`src/rtl/fp_pkg.sv`:
```
// ============================================================================
// Module      : fp_pkg
// Description : Shared binary32 field constants, special-value helpers and
//               the accumulator state type.
// Revision    : 1.0 - initial release
// ============================================================================
`default_nettype none

package fp_pkg;

    localparam int          FP_SIGN     = 31;
    localparam int          FP_EXP_MSB  = 30;
    localparam int          FP_EXP_LSB  = 23;
    localparam logic [31:0] FP_POS_ZERO = 32'h00000000;

    typedef enum logic [0:0] {
        ST_ACCUM = 1'b0,
        ST_DONE  = 1'b1
    } acc_state_t;

    // Exponent all ones with a non-zero fraction.
    function automatic logic is_nan(input logic [31:0] x);
        return (x[FP_EXP_MSB:FP_EXP_LSB] == 8'hFF) && (x[FP_EXP_LSB-1:0] != 23'd0);
    endfunction

    // Exponent all ones with a zero fraction.
    function automatic logic is_inf(input logic [31:0] x);
        return (x[FP_EXP_MSB:FP_EXP_LSB] == 8'hFF) && (x[FP_EXP_LSB-1:0] == 23'd0);
    endfunction

endpackage

`default_nettype wire

```
`src/rtl/FP_Add.sv`:
```
// ============================================================================
// Module      : FP_Add
// Description : Combinational IEEE-754 binary32 adder, round-to-nearest-even,
//               subnormal aware, quiet-NaN (7FC00000) on invalid results.
// Revision    : 1.0 - initial release
// ============================================================================
`default_nettype none

module FP_Add (
    input  logic [31:0] a_original,
    input  logic [31:0] b_original,
    output logic [31:0] sum
);

    logic        a_sign, b_sign, a_nan, b_nan, a_inf, b_inf, a_big;
    logic        big_sign, small_sign, shift_sticky, sticky_c, round_up, found;
    logic [7:0]  big_eff, small_eff, diff, max_shift, exp_field;
    logic [23:0] big_sig, small_sig;
    logic [26:0] small_ext, small_shift, norm;
    logic [27:0] raw;
    logic [9:0]  exp_n;
    logic [4:0]  lz, lshift;
    logic [30:0] packed_mag;

    // Align, add/subtract magnitudes, normalise, round and pack.
    always_comb begin
        a_sign = a_original[31];
        b_sign = b_original[31];
        a_nan  = (a_original[30:23] == 8'hFF) && (a_original[22:0] != 23'd0);
        b_nan  = (b_original[30:23] == 8'hFF) && (b_original[22:0] != 23'd0);
        a_inf  = (a_original[30:23] == 8'hFF) && (a_original[22:0] == 23'd0);
        b_inf  = (b_original[30:23] == 8'hFF) && (b_original[22:0] == 23'd0);

        // Raw magnitude bits order the same way as the values they encode.
        a_big = (a_original[30:0] >= b_original[30:0]);
        if (a_big) begin
            big_sign   = a_sign;
            small_sign = b_sign;
            big_eff    = (a_original[30:23] == 8'd0) ? 8'd1 : a_original[30:23];
            small_eff  = (b_original[30:23] == 8'd0) ? 8'd1 : b_original[30:23];
            big_sig    = {(a_original[30:23] != 8'd0), a_original[22:0]};
            small_sig  = {(b_original[30:23] != 8'd0), b_original[22:0]};
        end else begin
            big_sign   = b_sign;
            small_sign = a_sign;
            big_eff    = (b_original[30:23] == 8'd0) ? 8'd1 : b_original[30:23];
            small_eff  = (a_original[30:23] == 8'd0) ? 8'd1 : a_original[30:23];
            big_sig    = {(b_original[30:23] != 8'd0), b_original[22:0]};
            small_sig  = {(a_original[30:23] != 8'd0), a_original[22:0]};
        end

        // Three extra bits (guard, round, sticky) below the significand.
        diff      = big_eff - small_eff;
        small_ext = {small_sig, 3'b000};
        if (diff >= 8'd27) begin
            small_shift  = 27'd0;
            shift_sticky = |small_sig;
        end else begin
            small_shift  = small_ext >> diff;
            shift_sticky = |(small_ext & ~(27'h7FFFFFF << diff));
        end
        small_shift = small_shift | {26'd0, shift_sticky};

        if (big_sign == small_sign) begin
            raw = {1'b0, big_sig, 3'b000} + {1'b0, small_shift};
        end else begin
            raw = {1'b0, big_sig, 3'b000} - {1'b0, small_shift};
        end

        // Leading-zero count of the 27-bit result below the carry bit.
        lz    = 5'd27;
        found = 1'b0;
        for (int i = 26; i >= 0; i--) begin
            if (!found && raw[i]) begin
                lz    = 5'(26 - i);
                found = 1'b1;
            end
        end

        // Left shift is capped so the exponent never drops below the subnormal floor.
        max_shift = big_eff - 8'd1;
        if ({3'b000, lz} > max_shift) begin
            lshift = max_shift[4:0];
        end else begin
            lshift = lz;
        end

        if (raw[27]) begin
            norm     = raw[27:1];
            sticky_c = raw[0];
            exp_n    = {2'b00, big_eff} + 10'd1;
        end else begin
            norm     = raw[26:0] << lshift;
            sticky_c = 1'b0;
            exp_n    = {2'b00, big_eff} - {5'd0, lshift};
        end

        // Rounding carry ripples into the exponent, covering subnormal->normal and ->inf.
        exp_field  = norm[26] ? exp_n[7:0] : 8'd0;
        round_up   = norm[2] & (norm[1] | norm[0] | sticky_c | norm[3]);
        packed_mag = {exp_field, norm[25:3]} + {30'd0, round_up};

        if (a_nan || b_nan || (a_inf && b_inf && (a_sign != b_sign))) begin
            sum = 32'h7FC00000;
        end else if (a_inf) begin
            sum = a_original;
        end else if (b_inf) begin
            sum = b_original;
        end else if (raw == 28'd0) begin
            sum = {a_sign & b_sign, 31'd0};
        end else if (exp_n >= 10'd255) begin
            sum = {big_sign, 8'hFF, 23'd0};
        end else begin
            sum = {big_sign, packed_mag};
        end
    end

endmodule

`default_nettype wire

```
`src/rtl/fp_accumulator.sv`:
```
// ============================================================================
// Module      : fp_accumulator
// Description : Streaming binary32 accumulator around FP_Add with valid/ready
//               input and output handshakes, beat count and sticky flags.
// Revision    : 1.0 - initial release
// ============================================================================
`default_nettype none

module fp_accumulator
    import fp_pkg::*;
#(
    parameter int DATAWIDTH   = 32,
    parameter int COUNT_WIDTH = 16
) (
    input  logic                   Clk,
    input  logic                   Reset_n,
    input  logic                   in_valid,
    output logic                   in_ready,
    input  logic [DATAWIDTH-1:0]   in_data,
    input  logic                   in_sub,
    input  logic                   in_last,
    input  logic                   clear,
    output logic                   out_valid,
    input  logic                   out_ready,
    output logic [DATAWIDTH-1:0]   out_data,
    output logic [COUNT_WIDTH-1:0] out_count,
    output logic                   out_nan,
    output logic                   out_inf
);

    acc_state_t             state;
    logic [DATAWIDTH-1:0]   acc;
    logic [DATAWIDTH-1:0]   operand;
    logic [DATAWIDTH-1:0]   sum;
    logic [COUNT_WIDTH-1:0] count;
    logic [COUNT_WIDTH-1:0] count_next;
    logic                   nan_flag;
    logic                   nan_next;
    logic                   beat;

    // Subtraction is folded into the operand by flipping its sign bit.
    assign operand    = {in_data[FP_SIGN] ^ in_sub, in_data[FP_SIGN-1:0]};
    assign in_ready   = (state == ST_ACCUM) && !clear;
    assign beat       = in_valid && in_ready;
    assign count_next = (&count) ? count : count + 1'b1;
    assign nan_next   = nan_flag | is_nan(operand) | is_nan(sum);

    FP_Add u_fp_add (
        .a_original (acc),
        .b_original (operand),
        .sum        (sum)
    );

    // Accumulate / present / re-arm state machine with registered outputs.
    always_ff @(posedge Clk or negedge Reset_n) begin
        if (!Reset_n) begin
            state     <= ST_ACCUM;
            acc       <= FP_POS_ZERO;
            count     <= '0;
            nan_flag  <= 1'b0;
            out_valid <= 1'b0;
            out_data  <= '0;
            out_count <= '0;
            out_nan   <= 1'b0;
            out_inf   <= 1'b0;
        end else begin
            case (state)
                ST_ACCUM: begin
                    if (clear) begin
                        acc      <= FP_POS_ZERO;
                        count    <= '0;
                        nan_flag <= 1'b0;
                    end else if (beat) begin
                        acc      <= sum;
                        count    <= count_next;
                        nan_flag <= nan_next;
                        if (in_last) begin
                            out_data  <= sum;
                            out_count <= count_next;
                            out_nan   <= nan_next;
                            out_inf   <= is_inf(sum) && !nan_next;
                            out_valid <= 1'b1;
                            state     <= ST_DONE;
                        end
                    end
                end
                ST_DONE: begin
                    if (out_ready) begin
                        out_valid <= 1'b0;
                        acc       <= FP_POS_ZERO;
                        count     <= '0;
                        nan_flag  <= 1'b0;
                        state     <= ST_ACCUM;
                    end
                end
                default: begin
                    state <= ST_ACCUM;
                end
            endcase
        end
    end

endmodule

`default_nettype wire

```
`config.mk`:
```
export PLATFORM = sky130hd
export DESIGN_NAME = fp_accumulator
export DESIGN_NICKNAME = d
export VERILOG_FILES = /design/src/rtl/fp_pkg.sv /design/src/rtl/FP_Add.sv /design/src/rtl/fp_accumulator.sv
export SDC_FILE = /design/constraint.sdc
export NUM_CORES = 1
export LEC_CHECK = 0
export CAP_MARGIN = 15
export CORE_MARGIN = 5
export CORE_UTILIZATION = 35
export CTS_CLUSTER_DIAMETER = 200
export DETAILED_ROUTE_END_ITERATION = 10
export PLACE_DENSITY_LB_ADDON = 0.15
export SYNTH_ARGS = -nofsm -noshare
export SYNTH_HDL_FRONTEND = slang
export SYNTH_SLANG_ARGS = --single-unit
```
`constraint.sdc`:
```
create_clock -name Clk -period 22.3 [get_ports Clk]
set_input_delay 2.23 -clock Clk [delete_from_list [all_inputs] [get_ports Clk]]
set_output_delay 2.23 -clock Clk [all_outputs]
set_load 0.005 [all_outputs]
```
# Yosys cells after proc, flatten, opt, wreduce, memory -nomap -nowiden
# Cells that the tools add are included.
dict set report op_classes {
  add_sub_neg 8
  multipliers 0
  div_mod_pow 0
  n_lt_le_gt_ge 4
  eq_ne 10
  n_shift 3
  mux 96
  n_bitwise 13
  reduce_logical 84
}
# cell n
set op_table {}
lappend op_table {{$mux W32} 7}
lappend op_table {{$mux W5} 28}
lappend op_table {{$logic_not A23 Y1} 3}
lappend op_table {{$reduce_bool A23 Y1} 3}
lappend op_table {{$mux W16} 4}
lappend op_table {{$pmux W32 S2} 1}
lappend op_table {{$mux W27} 2}
lappend op_table {{$mux W24} 2}
lappend op_table {{$mux W1} 40}
lappend op_table {{$mux W8} 5}
lappend op_table {{$logic_and A1 B1 Y1} 37}
lappend op_table {{$pmux W16 S2} 1}
lappend op_table {{$add A31 B1 Y31} 1}
lappend op_table {{$ge A31 B31 Y1} 1}
lappend op_table {{$mux W31} 1}
lappend op_table {{$add A27 B27 Y28} 1}
lappend op_table {{$logic_not A1 Y1} 28}
lappend op_table {{$logic_not A28 Y1} 1}
lappend op_table {{$mux W28} 1}
lappend op_table {{$sub A27 B27 Y28} 1}
lappend op_table {{$and A27 B27 Y27} 1}
lappend op_table {{$not A27 Y27} 1}
lappend op_table {{$or A27 B1 Y27} 1}
lappend op_table {{$reduce_or A27 Y1} 1}
lappend op_table {{29 further kinds} 46}
dict set report totals {
  regBits 101
  latch_bits 0
  mem_bits_rw 0
  mem_bits_ro 0
  out_inout_bits 52
  wordCells 227
  memories 0
}

# Logic depth before layout (Yosys ltp)
# Gate-level depths: netlist of the first run.
dict set report logic_depth {
  ltp_word 111
  ltp_mapped 88
}

# Hierarchy
# Synthesis of the first run repeated with hierarchy kept, for this count alone.
dict set report hier_totals {
  hier_cells 2429
  area_unflattened_um2 17189.0
}
# module instances cells_each area_per_inst_um2 seq_area_each_um2
set by_module_without_submodules {}
lappend by_module_without_submodules {FP_Add 1 1972 12669.7 0.0}
lappend by_module_without_submodules {fp_accumulator 1 457 4519.3 2527.4}

# Worst setup path before layout of the first run
# OpenSTA, ideal clock, no wires.
dict set report synth_timing {
  path_kind {input to register}
  startpoint {input port in_data[25]}
  endpoint {register out_nan}
  arrival_time_ns 18.613
  path_slack_ns 3.566
  stages 78
  path_buffers 17
  cell_sequence {clkbuf_1 -> inv_1 -> ha_1 -> nand2_1 -> or4_4 -> nor2_4 -> nand3_1 -> nand3_4 -> buf_2 -> buf_2 -> buf_2 -> clkbuf_1 -> buf_1 -> mux2i_1 -> ha_1 -> fa_1 -> buf_1 -> clkbuf_1 -> (+42 left out) -> ha_1 -> a21o_1 -> a21oi_1 -> nor2_1 -> a21oi_1 -> a21boi_0 -> o31ai_1 -> xnor2_1 -> nand3b_1 -> or4b_1 -> nand2_1 -> nor2_1 -> nor3_1 -> and4_1 -> nand4_1 -> or4_1 -> nor3b_1 -> o22a_1}
}
dict set report synth_between {
  elab_chain_cells 108
  word_cells_on_any_way 164
  cone_classes {add/sub (7); order compare (4); eq/ne (3); shift (3); mux (73); bitwise (9); reduce/logical (65)}
}
# element line_no
set synth_rtl {}
lappend synth_rtl {{start: declaration} fp_accumulator.sv:19} ;# input logic [DATAWIDTH-1:0] in_data,
lappend synth_rtl {{parallel branches: the longest is 107 deep, another holds $ge A31 B31 Y1} -}
lappend synth_rtl {{$or A1 B1 Y1 *} fp_accumulator.sv:46} ;# assign nan_next = nan_flag | is_nan(operand) | is_nan(sum);
lappend synth_rtl {{end signal: assignment} fp_accumulator.sv:80} ;# out_nan <= nan_next;
lappend synth_rtl {{end: declaration} fp_accumulator.sv:27} ;# output logic out_nan,
# Every way passes the cells marked *.
# A chain may end at the register's enable or synchronous reset.

# Final worst setup path of the first run
dict set report layout_timing {
  startpoint {input port in_data[22]}
  endpoint {register out_nan}
}
dict set report layout_between {
  elab_chain_cells 107
  word_cells_on_any_way 162
  cone_classes {add/sub (7); order compare (4); eq/ne (2); shift (3); mux (72); bitwise (9); reduce/logical (65)}
}
# element line_no
set layout_rtl {}
lappend layout_rtl {{$ge A31 B31 Y1} FP_Add.sv:35} ;# a_big = (a_original[30:0] >= b_original[30:0]);
lappend layout_rtl {{$mux W8} FP_Add.sv:36} ;# if (a_big) begin
lappend layout_rtl {{$sub A8 B8 Y8} FP_Add.sv:53} ;# diff = big_eff - small_eff;
lappend layout_rtl {{$shl A27 B8 Y27} FP_Add.sv:60} ;# shift_sticky = |(small_ext & ~(27'h7FFFFFF << diff));
lappend layout_rtl {{$not A27 Y27} FP_Add.sv:60}
lappend layout_rtl {{$and A27 B27 Y27} FP_Add.sv:60}
lappend layout_rtl {{$reduce_or A27 Y1} FP_Add.sv:60}
lappend layout_rtl {{$mux W1} FP_Add.sv:55} ;# if (diff >= 8'd27) begin
lappend layout_rtl {{(+91 left out)} -}
lappend layout_rtl {{$mux W31} FP_Add.sv:111} ;# end else if (exp_n >= 10'd255) begin
lappend layout_rtl {{$mux W32} FP_Add.sv:109} ;# end else if (raw == 28'd0) begin
lappend layout_rtl {{$mux W32} FP_Add.sv:107} ;# end else if (b_inf) begin
lappend layout_rtl {{$mux W32} FP_Add.sv:105} ;# end else if (a_inf) begin
lappend layout_rtl {{$mux W32} FP_Add.sv:103} ;# if (a_nan || b_nan || (a_inf && b_inf && (a_sign != b_sign))) begin
lappend layout_rtl {{$reduce_bool A23 Y1 or $eq A8 B8 Y1 (tied branches)} fp_pkg.sv:23} ;# return (x[FP_EXP_MSB:FP_EXP_LSB] == 8'hFF) && (x[FP_EXP_LSB-1:0] != 23'd0);
lappend layout_rtl {{$logic_and A1 B1 Y1} fp_pkg.sv:23}
lappend layout_rtl {{$or A1 B1 Y1 *} fp_accumulator.sv:46}
# Mark *: on every way between the ends. The rest lies on a longest branch, timed or not.

==> results.py, run 1 <==
metrics = {
    "outcome": {
        "outcome": "finished clean",
    },
    "timing": {
        "setup_viol": 0,
        "hold_violations": 0,
        "fin_setup_tns_ns": 0,
        "post-route-period-util_pct": 93.6,
        "clock.fmax_ghz": 0.0479,
        "fin_crit_ns": 20.88,
        "rsz0062_at_grt": "false",
        "finClkSkew_ns": 0.00982,
        "maxSlewViolCount": 0,
        "slew_headroom_pct": 19.6,
        "worst_pin_slew_ns": 1.18,
    },
    "cells_and_area": {
        "drive_gt1_share_pct": 7.12,
        "areaGrowthSynthToFinish_pct": 10.5,
        "final-instance-count-excl-fill": 3279,
        "finalNetCount": 2736,
    },
    "routing": {
        "vias": 21758,
        "drt_iter0_drc": 2568,
        "viasPerCell": 6.64,
        "wl_per_cell_um": 27.4,
        "drc": 0,
        "routed_wirelength_um": 89800,
        "first_pass_iters": 9,
        "ant_nets": 0,
    },
    "floorplanning": {
        "dieArea_sq_mm": 0.0563,
        "core_region_area_sq_mm": 0.0512,
        "chipWidth_um": 237,
        "num_rows": 83,
        "start_util_pct": 35.3,
        "ioPinCount": 91,
        "die_h_um": 237,
    },
    "yosys": {
        "ys_ff_latch": 101,
        "yosysUniqueCellTypes": 118,
        "synthFlopType": "dfrtp_1",
        "synth.top_cells.by_count": "nand2_1, nor2_1, o21ai_0",
        "ys_async_sr_fraction_pct": 100,
        "syn_inst": 2593,
        "synth.area.top_cells": "dfrtp_1, nand2_1, ha_1",
        "ys_seq_area_share_pct": 14.0,
        "yosysWarnings": 0,
        "synthesis.nets": 2736,
        "yosysMostFrequentCell": "nand2_1",
        "synth_top_area_cell": "dfrtp_1",
        "synth_top_area_share_pct": 14.0,
        "synth_area_sq_mm": 0.0181,
        "synth.avg_cell_area_sq_um": 6.97,
        "synth-edff-count": 0,
    },
    "critical_path": {
        "max_stage_delay_ns": 0.94,
        "crit_path_top_delay_cell": "fa_2",
        "crit_path_max_fanout": 20,
        "worstSetupEndpointType": "flip-flop",
        "path_class": "primary input to flip-flop",
        "endpoint": "out_nan",
        "r2r_start": "acc[21]",
        "cp-start-kind": "primary input",
        "rrSetupSlack_ns": 3.55,
        "r2r_cells": 60,
        "worstPathArrival_ns": 21.16,
        "critPathRequiredTime_ns": 22.58,
        "crit_start": "in_data[22]",
        "rr_endpoint": "out_nan",
    },
    "global_route": {
        "track_usage_pct": 30.2,
        "grt_pass1_vias": 20109,
        "grt_start_max_net_pins": 86,
        "antenna_found_initial": 3,
        "grt_pass1_wl_um": 133000,
        "overflow": 0,
    },
    "placed_design": {
        "post-place-cells": 3261,
        "dpl.hpwl_um": 71000,
        "port_buffers": 90,
        "gp_congestion": 1.02,
    },
    "clock_tree": {
        "clkLatencyLatePin_ns": 0.35,
        "cts_inserted_buffers": 9,
        "postCtsHoldBufs": 0,
        "cts_tree": "yes",
        "clk_path_buf_depth": 2,
        "htree_levels": 3,
        "cts_root_buffer": "clkbuf_16",
        "cts.sinks": 101,
        "clk_pin_slew_ns": 0.08,
    },
    "run": {
        "maxCapViolCount": 0,
    },
    "worst_hold_path": {
        "hp-class": "flip-flop to flip-flop",
    },
}
[placed cells by master, fill, tap and decap left out, types with 14 or more instances in the layout]
cell	netlist	routed
buf_4	7	57
nor4_1	28	27
or3_1	32	32
o22ai_1	19	19
mux2_2	19	19
nor2_1	253	253
a21oi_1	164	164
nand4_1	43	43
nand3_1	84	84
xnor2_1	45	44
or4_1	17	17
o211ai_1	38	38
or2_2	15	15
and2_1	20	20
clkdlybuf4s50_1	0	89
o21bai_1	20	20
o21a_1	16	16
inv_1	116	116
nor3_1	85	85
xor2_1	16	16
nand2_1	349	347
and3_1	29	29
mux2i_1	106	106
nand2b_1	19	19
a22o_1	14	14
ha_1	101	99
a21o_1	35	35
a211oi_1	40	40
o31ai_1	39	38
dfrtp_1	101	101
o2111ai_1	15	15
a22oi_1	14	14
a31oi_1	35	35
o21ai_0	204	204
[flip-flops by register name (all words and copies together), names as in the netlist]
| register | flops |
|---|---|
| acc | 32 |
| out_data | 32 |
| count | 16 |
| out_nan | 1 |
| out_inf | 1 |
| out_count | 16 |
| out_valid | 1 |
| state | 1 |
| nan_flag | 1 |
[area by class of cell]
| type | instances | area (sq um) |
|---|---|---|
| antenna | 1 | 2.50 |
| clock buffer | 9 | 225 |
| clock inverter | 7 | 96.3 |
| fill | 5507 | 31200 |
| inverter | 120 | 450 |
| multi-input combinational | 2214 | 14500 |
| sequential | 101 | 2530 |
| tap | 680 | 851 |
| timing repair buffer | 147 | 1330 |
[metrics by stage]
| stage | setup WS (ns) | hold slack, ns | cell area, sq um | utilization, % |
|---|---|---|---|---|
| final | 1.42 | 0.483 | 20000 | 39.0 |
| after global routing | 0.0525 | 0.523 | 20000 | 39.0 |
| after CTS | 1.22 | 0.490 | 19900 | 38.9 |
| after detailed placement | 0.937 | 0.474 | 19600 | 38.3 |
| after global placement | 0.986 | 0.466 | 19600 | 38.3 |
| after floorplan | 3.57 | 0.462 | 18100 | - |
[layer usage]
layer / vias up / global-route usage, % / part of all wire (%)
met5: - / 0 / 0.013
met4: 2 / 14.9 / 6.2
met3: 227 / 3.68 / 8.0
met2: 1222 / 46.1 / 43
met1: 10557 / 42.2 / 43
li1: 9750 / - / -
[worst max-delay path, delay by kind of cell]
kind / cells / cell delay (ns)
AOI/OAI and AO/OA: 20 / 5.06
xor gates and xnor gates: 2 / 0.73
adders and majority gates: 5 / 2.10
buffers and inverters: 7 / 2.32
muxes: 1 / 0.61
and+or+nand+nor: 27 / 8.02
[worst min path at each step]
stage | start | to | slack (ns) | cells past startpoint
floorplan | state | out_valid | 0.46 | 1
global route | out_data[26] | out_data[26] | 0.52 | 2
detailed placement | out_count[1] | out_count[1] | 0.47 | 2
CTS | out_count[6] | out_count[6] | 0.49 | 2
finish | out_count[11] | out_count[11] | 0.48 | 2
global placement | out_count[8] | out_count[8] | 0.47 | 2
[repair_timing]
item	CTS	global route
gates resized for setup	0	3
setup endpoints to repair	0	6
setup buffers	0	1
[logic make-up after synthesis]
| group | count (synthesis) | share of synthesized area, % |
|---|---|---|
| compound gates | 855 | 32.5 |
| mux | 132 | 7.87 |
| flops | 101 | 14.0 |
| buf+inv | 278 | 6.23 |
| simple gates | 1061 | 29.0 |
| xor+xnor | 62 | 3.08 |
| fa+ha+maj | 104 | 7.33 |
Power of run 1 is not shown: default switching activity piles up to over one toggle a cycle in this logic, so the estimate is an artifact.
==> inputs of run 2 (changes only) <==
- CAP_MARGIN: 15 -> 20
- CTS_CLUSTER_DIAMETER: 200 -> unset
- GPL_TIMING_DRIVEN: unset -> 0
==> results.py, run 2 (synthesized netlist as in run 1, its figures left out) <==
metrics = {
    "clock_tree": {
        "cts.sinks": 101,
        "clk_pin_slew_ns": 0.07,
        "cts_inserted_buffers": 9,
        "cts_tree": "yes",
        "cts_root_buffer": "clkbuf_16",
        "clk_path_buf_depth": 2,
        "clkLatencyLatePin_ns": 0.34,
        "htree_levels": 3,
    },
    "floorplanning": {
        "ioPinCount": 91,
        "dieArea_sq_mm": 0.0563,
        "core_region_area_sq_mm": 0.0512,
        "chipWidth_um": 237,
        "num_rows": 83,
        "start_util_pct": 35.3,
        "die_h_um": 237,
    },
    "critical_path": {
        "cp_common_cell": "clkbuf_4",
        "worstPathArrival_ns": 21.96,
        "path_class": "primary input to flip-flop",
        "crit_path_top_delay_cell": "o311ai_0",
        "cp-start-kind": "primary input",
        "crit_path_max_fanout": 11,
        "r2r_start": "acc[14]",
        "max_stage_delay_ns": 0.90,
        "worstSetupEndpointType": "flip-flop",
        "crit_start": "in_data[22]",
        "critPathRequiredTime_ns": 22.53,
    },
    "timing": {
        "fin_setup_tns_ns": 0,
        "post-route-period-util_pct": 97.4,
        "finClkSkew_ns": 0.00537,
        "maxSlewViolCount": 0,
        "fin_crit_ns": 21.73,
        "slew_headroom_pct": 21.5,
        "setup_viol": 0,
        "rsz0062_at_grt": "false",
        "fin_ws_ns": 0.574,
        "worst_pin_slew_ns": 1.17,
        "hold_violations": 0,
        "clock.fmax_ghz": 0.0460,
    },
    "cells_and_area": {
        "multiInputGateArea_sq_mm": 0.0146,
        "num_antenna_cells": 0,
        "seq_area_sq_mm": 0.00253,
        "fill_cells": 5463,
        "finalNetCount": 2854,
        "top_regs": "acc (32), out_data (32)",
        "drive_gt1_share_pct": 8.54,
        "final_common_cell": "nand2_1",
        "final_cell_mix": "nand2_1, nor2_1, o21ai_0",
        "areaGrowthSynthToFinish_pct": 14.0,
    },
    "global_route": {
        "antenna_found_initial": 3,
        "grt_start_max_net_pins": 64,
        "track_usage_pct": 32.0,
        "overflow": 0,
        "grt_pass1_wl_um": 139000,
        "grt_pass1_vias": 20758,
    },
    "run": {
        "maxCapViolCount": 0,
    },
    "placed_design": {
        "port_buffers": 89,
        "gp_congestion": 1.05,
        "dp_worst_setup_slack_ns": -3.63,
        "dpl.hpwl_um": 77500,
    },
    "routing": {
        "ant_nets": 0,
        "vias": 22546,
        "viasPerCell": 6.64,
        "routed_wirelength_um": 96200,
        "wl_per_cell_um": 28.3,
        "drc": 0,
        "first_pass_iters": 6,
        "drt_iter0_drc": 2795,
    },
    "worst_hold_path": {
        "hp-class": "flip-flop to flip-flop",
        "min-delay-start": "out_count[7]",
    },
    "outcome": {
        "outcome": "finished clean",
    },
}
[run 2: cell types whose count changed in the layout (fill, tap and decap cells not counted), moves of 4 or more]
cell,before,now
buf_1,0,10
buf_2,0,26
buf_4,57,24
clkbuf_1,0,82
clkbuf_2,0,17
clkbuf_4,0,13
nor2_1,253,249
[run 2: layout make-up]
cell class / count / area share [%]
multi-input combinational: 2214 / 71.1
tap: 680 / 4.13
sequential: 101 / 12.3
clock inverter: 7 / 0.474
timing repair buffer: 110 / 5.14
inverter: 120 / 2.22
buffer: 155 / 3.55
clock buffer: 9 / 1.09
[run 2: per-stage QoR]
| step | utilization (%) | hold slack [ns] | instance area (sq um) | std cells |
|---|---|---|---|---|
| 2_1_floorplan | - | 0.462 | 18100 | 2593 |
| 3_3_place_gp | 38.7 | 0.470 | 19800 | 3362 |
| 3_5_place_dp | 38.9 | 0.463 | 19900 | 3373 |
| 4_1_cts | 39.7 | 0.486 | 20300 | 3388 |
| 5_1_grt | 40.2 | 0.509 | 20600 | 3396 |
| 6_report | 40.2 | 0.481 | 20600 | 3396 |
[run 2: metal layers]
layer | global-route usage (%) | routed length [um] | share of wire (%)
met4 | 15.0 | 5940 | 6.2
met1 | 43.6 | 40700 | 42
met5 | 0 | 0 | 0
met2 | 50.6 | 42000 | 44
met3 | 3.64 | 7560 | 7.9
[run 2: path summary, 6_finish.rpt]
path / slack [ns] / end / cells past startpoint
min in group asynchronous: 1.86 / count[0] / 1
max: 0.57 / out_nan / 72
max in group asynchronous: 19.75 / acc[20] / 2
max reg2reg: 2.70 / out_nan / 70
min reg2reg: 0.48 / out_count[7] / 2
min: 0.48 / out_count[7] / 2
[run 2: critical path, delay by kind of cell]
kind	cells	cell delay [ns]
AOI/OAI and AO/OA	20	5.92
and+or+nand+nor	24	5.33
buffers and inverters	19	5.23
xor gates and xnor gates	2	0.87
muxes	1	0.28
adders and majority gates	6	2.07
[run 2: what timing repair did]
action | 4_1_cts | 5_1_grt
setup buffers | 0 | 8
cloned | 0 | 0
pin swaps | 1 | 5
gates resized for setup | 37 | 63
setup endpoints to repair | 65 | 63
hold buffers | 0 | 0
Power of run 2 is left out for the same reason.
